--- src/rtl/mem_port_arbiter.sv ---
// mem_port_arbiter: serializes two requesters (req/we/addr/wdata in, ack/rdata out per port) onto one memory port (mem_rd/mem_wr/mem_addr/mem_wdata out, mem_rdata in) with busy and gnt_id status; async active-low init; define ROUND_ROBIN_EN for round-robin ties, else port 0 has fixed priority
module mem_port_arbiter #(
  parameter int AW = 32,
  parameter int DW = 32,
  parameter int MEM_LAT = 2
) (
  input  logic          clk,
  input  logic          init,
  input  logic          req0,
  input  logic          req1,
  input  logic          we0,
  input  logic          we1,
  input  logic [AW-1:0] addr0,
  input  logic [AW-1:0] addr1,
  input  logic [DW-1:0] wdata0,
  input  logic [DW-1:0] wdata1,
  output logic          ack0,
  output logic          ack1,
  output logic [DW-1:0] rdata0,
  output logic [DW-1:0] rdata1,
  output logic          mem_rd,
  output logic          mem_wr,
  output logic [AW-1:0] mem_addr,
  output logic [DW-1:0] mem_wdata,
  input  logic [DW-1:0] mem_rdata,
  output logic          busy,
  output logic          gnt_id
);
  typedef enum logic [1:0] {IDLE, ACCESS, RESP} state_t;
  state_t state;
  logic [3:0] cnt;
  logic win, acc, g_we;
`ifdef ROUND_ROBIN_EN
  logic last;
  assign win = (req0 & req1) ? ~last : ~req0;
`else
  assign win = ~req0;
`endif
  assign acc = state == ACCESS;
  assign g_we = gnt_id ? we1 : we0;
  assign busy = state != IDLE;
  assign mem_rd = acc & ~g_we;
  assign mem_wr = acc & g_we;
  assign mem_addr = acc ? (gnt_id ? addr1 : addr0) : '0;
  assign mem_wdata = acc ? (gnt_id ? wdata1 : wdata0) : '0;
  always_ff @(posedge clk or negedge init)
    if (!init) begin
      state <= IDLE;
      cnt <= '0;
      gnt_id <= 1'b0;
      ack0 <= 1'b0;
      ack1 <= 1'b0;
      rdata0 <= '0;
      rdata1 <= '0;
`ifdef ROUND_ROBIN_EN
      last <= 1'b1;
`endif
    end else begin
      ack0 <= 1'b0;
      ack1 <= 1'b0;
      case (state)
        IDLE: if (req0 | req1) begin
          gnt_id <= win;
          cnt <= 4'(MEM_LAT - 1);
          state <= ACCESS;
`ifdef ROUND_ROBIN_EN
          last <= win;
`endif
        end
        ACCESS: if (cnt == '0) begin
          if (!g_we && !gnt_id) rdata0 <= mem_rdata;
          if (!g_we && gnt_id) rdata1 <= mem_rdata;
          ack0 <= ~gnt_id;
          ack1 <= gnt_id;
          state <= RESP;
        end else cnt <= cnt - 4'd1;
        default: state <= IDLE;
      endcase
    end
endmodule

--- config.mk ---
export PLATFORM = sky130hd
export DESIGN_NAME = mem_port_arbiter
export DESIGN_NICKNAME = d
export VERILOG_FILES = /design/src/rtl/mem_port_arbiter.sv
export SDC_FILE = /design/constraint.sdc
export NUM_CORES = 1
export LEC_CHECK = 0
export BUFFER_PORTS_ARGS = -buffer_cell sky130_fd_sc_hd__buf_2
export CAP_MARGIN = 10
export CORE_AREA = 2 2 116 118
export DETAILED_ROUTE_END_ITERATION = 8
export DIE_AREA = 0 0 118 120
export MAX_ROUTING_LAYER = met4
export PLACE_DENSITY = 0.73
export SLEW_MARGIN = 40
export SYNTH_ARGS = -nofsm -noshare
export SYNTH_HDL_FRONTEND = slang
export SYNTH_SLANG_ARGS = --single-unit
--- constraint.sdc ---
create_clock -name clk -period 5 [get_ports clk]
set_input_delay 1 -clock clk [delete_from_list [all_inputs] [get_ports clk]]
set_output_delay 1 -clock clk [all_outputs]
set_load 0.005 [all_outputs]
==> metrics <==
post-CTS setup buffers=0; hold_buf cts=0; CTS Sinks=73; die area=14200 sq um; crit path kind=flip-flop to output port; Reg2Reg Depth=5; post-synth top area share=46.3%; Synth warnings=0; HPWL Detailed=9070 um; most numerous cell in the Yosys netlist=dfrtp_1; worst setup margin=1990 ps; overall die width=118 um; Tcrit/Tclk final=60.3%; root buf cell=clkbuf_16; Arr. time, crit path=2010 ps; Vias per Instance=4.48; Clock Skew=6.03 ps; Max Cap Viol=0; Crit Path Max Fanout=36; Post-route DRC=0; Worst-path clk slew=60 ps; mapped cell area=3950 sq um; R2R Path End=rdata0[15]; Cells after Synth=328; footprint of the multi-input gates=1950 sq um; Die Y-Extent=120 um; highest clock rate=0.332 GHz; clock tree buffer depth=2; CP required=4000 ps; status=complete, no violations; first-pass GRT wire length=17800 um; grt ovf=0; Slew Viols, Final=0; antenna violations before repair=0; final RePlAce weighted congestion=0.882; setup TNS=0 ps; RSZ-0062 raised after global routing=false; Synth area leaders=dfrtp_1 (46%), mux2i_1 (16%), mux2_4 (11%); Hold/Removal Path Class=flip-flop to flip-flop; Storage cell area=1830 sq um; H-tree lvl count=3; CTS Buf Count=9; core area=13000 sq um; hold path cells=1; wire per inst=14.4 um; number of synthesized flops with an enable pin=0; Vias=3591; CTS tree=done; setup slack, reg-to-reg=2580 ps; measured slew at the worst slew-check pin=633 ps; worst slack at placement=2350 ps; Synth async-reset ratio=100%; drt total wl=11500 um; top_reg_cell synth=dfrtp_1; R2R Path Start=cnt[0]; final core utilization=45.1%; Final Critical Period=3010 ps; largest net degree at the start of global routing=40; # resized after CTS=0; synth-to-layout area growth=48.5%; fillcell total=1242; sequential area share after synthesis=46.3%; slew margin rel.=57.8%; Pwr per Cell Area=584 nW/um^2; antenna-violating nets left=0; hold path start=rdata1[22]; post-synth cell types=32; Clk Latency, worst-skew pair=330 ps; top post-synthesis cells by count=dfrtp_1 (73), nor2_1 (68), mux2i_1 (65); syn_nets=496; FF+latch count, synth=73; total power draw=3.42 mW; endpoint class of the critical path=output port; DR pass1 iterations=4; area leader, netlist=dfrtp_1; FP Rows=42; share of layout cells above drive strength 1=62.4%; crit path launch type=flip-flop; Iter 0 DRT Violations=169; syn_area_per_cell=12.0 sq um; IO Port Bufs=299; leakage=3.38 nW; # diodes=0; NumNets Final=788; Setup-failing EPs final=0; I/O Pins=300; initial core utilization=30.4%; Global Route Usage Sum=16.3%; VDD IR-drop max=0.189 mV; vias in the first global route=3550; Hold Crit Endpoint=rdata1[22]; final hold vios=0
## cell usage in the layout (no fill, tap or decap), types with 2 or more instances in the layout
cell type and count:
nor2_1 68, clkbuf_16 9, mux2_4 30, mux2_2 34
clkinv_2 3, nand2_1 4, buf_2 298, buf_4 5
dfrtp_1 72, inv_1 3, nor2b_1 2, mux2i_1 65
ha_1 2, nor3_1 5, a21oi_1 4
## cell families after synthesis
family / Yosys count / share of synthesized area [%]
and+or+nand+nor: 89 / 9.77
AOI/OAI and AO/OA: 9 / 1.43
muxes: 129 / 37.6
adders and majority gates: 2 / 0.634
buffers and inverters: 26 / 4.25
DFF: 73 / 46.3
## cell type report
class | count | share of cell area (%)
Clock inverter | 7 | 1.20
Clock buffer | 9 | 3.84
Timing Repair Buffer | 304 | 26.4
Tap cell | 176 | 3.76
Multi-Input combinational cell | 229 | 33.3
Sequential cell | 73 | 31.2
Inverter | 3 | 0.192
## power breakdown
| part | switching (mW) | internal [mW] | total (mW) |
|---|---|---|---|
| Combinational | 0.771 | 0.962 | 1.73 |
| Clock | 0.242 | 0.385 | 0.627 |
| Sequential | 0.191 | 0.871 | 1.06 |
## stage by stage
| stage | area [sq um] | instances | hold WS [ps] |
|---|---|---|---|
| detailed placement | 5560 | 785 | 487 |
| finish | 5860 | 801 | 500 |
| global route | 5860 | 801 | 516 |
| CTS | 5860 | 801 | 501 |
| floorplan | 3950 | 328 | 504 |
| global placement | 5540 | 784 | 481 |
## sequential cells by signal, summed over array words and instances, names as in the netlist
signal	count
cnt	4
state	2
rdata1	32
rdata0	32
ack1	1
ack0	1
gnt_id	1
## metal layers
layer	up-vias	track usage (%)	routed length, um
li1	1721	-	-
met1	1680	19.4	4840
met2	177	28.2	5710
met3	13	3.37	818
met4	0	4.59	153
met5	-	-	0
## worst max path at each step
stage | startpoint | end | slack (ps) | cells after the start
after floorplan | gnt_id | mem_wdata[23] | 2600 | 5
after global placement | gnt_id | mem_addr[15] | 2210 | 4
after detailed placement | gnt_id | mem_addr[17] | 2350 | 5
after CTS | gnt_id | mem_addr[17] | 1980 | 5
after global routing | gnt_id | mem_addr[14] | 1870 | 5
final | gnt_id | mem_addr[17] | 1990 | 5
## critical path: stages, from the launching register on
cell and delay, ps:
dfrtp_4 680, buf_12 290, buf_4 280, mux2i_1 200, nor2_1 50, buf_2 140
Power figures use the tool's default switching activity.
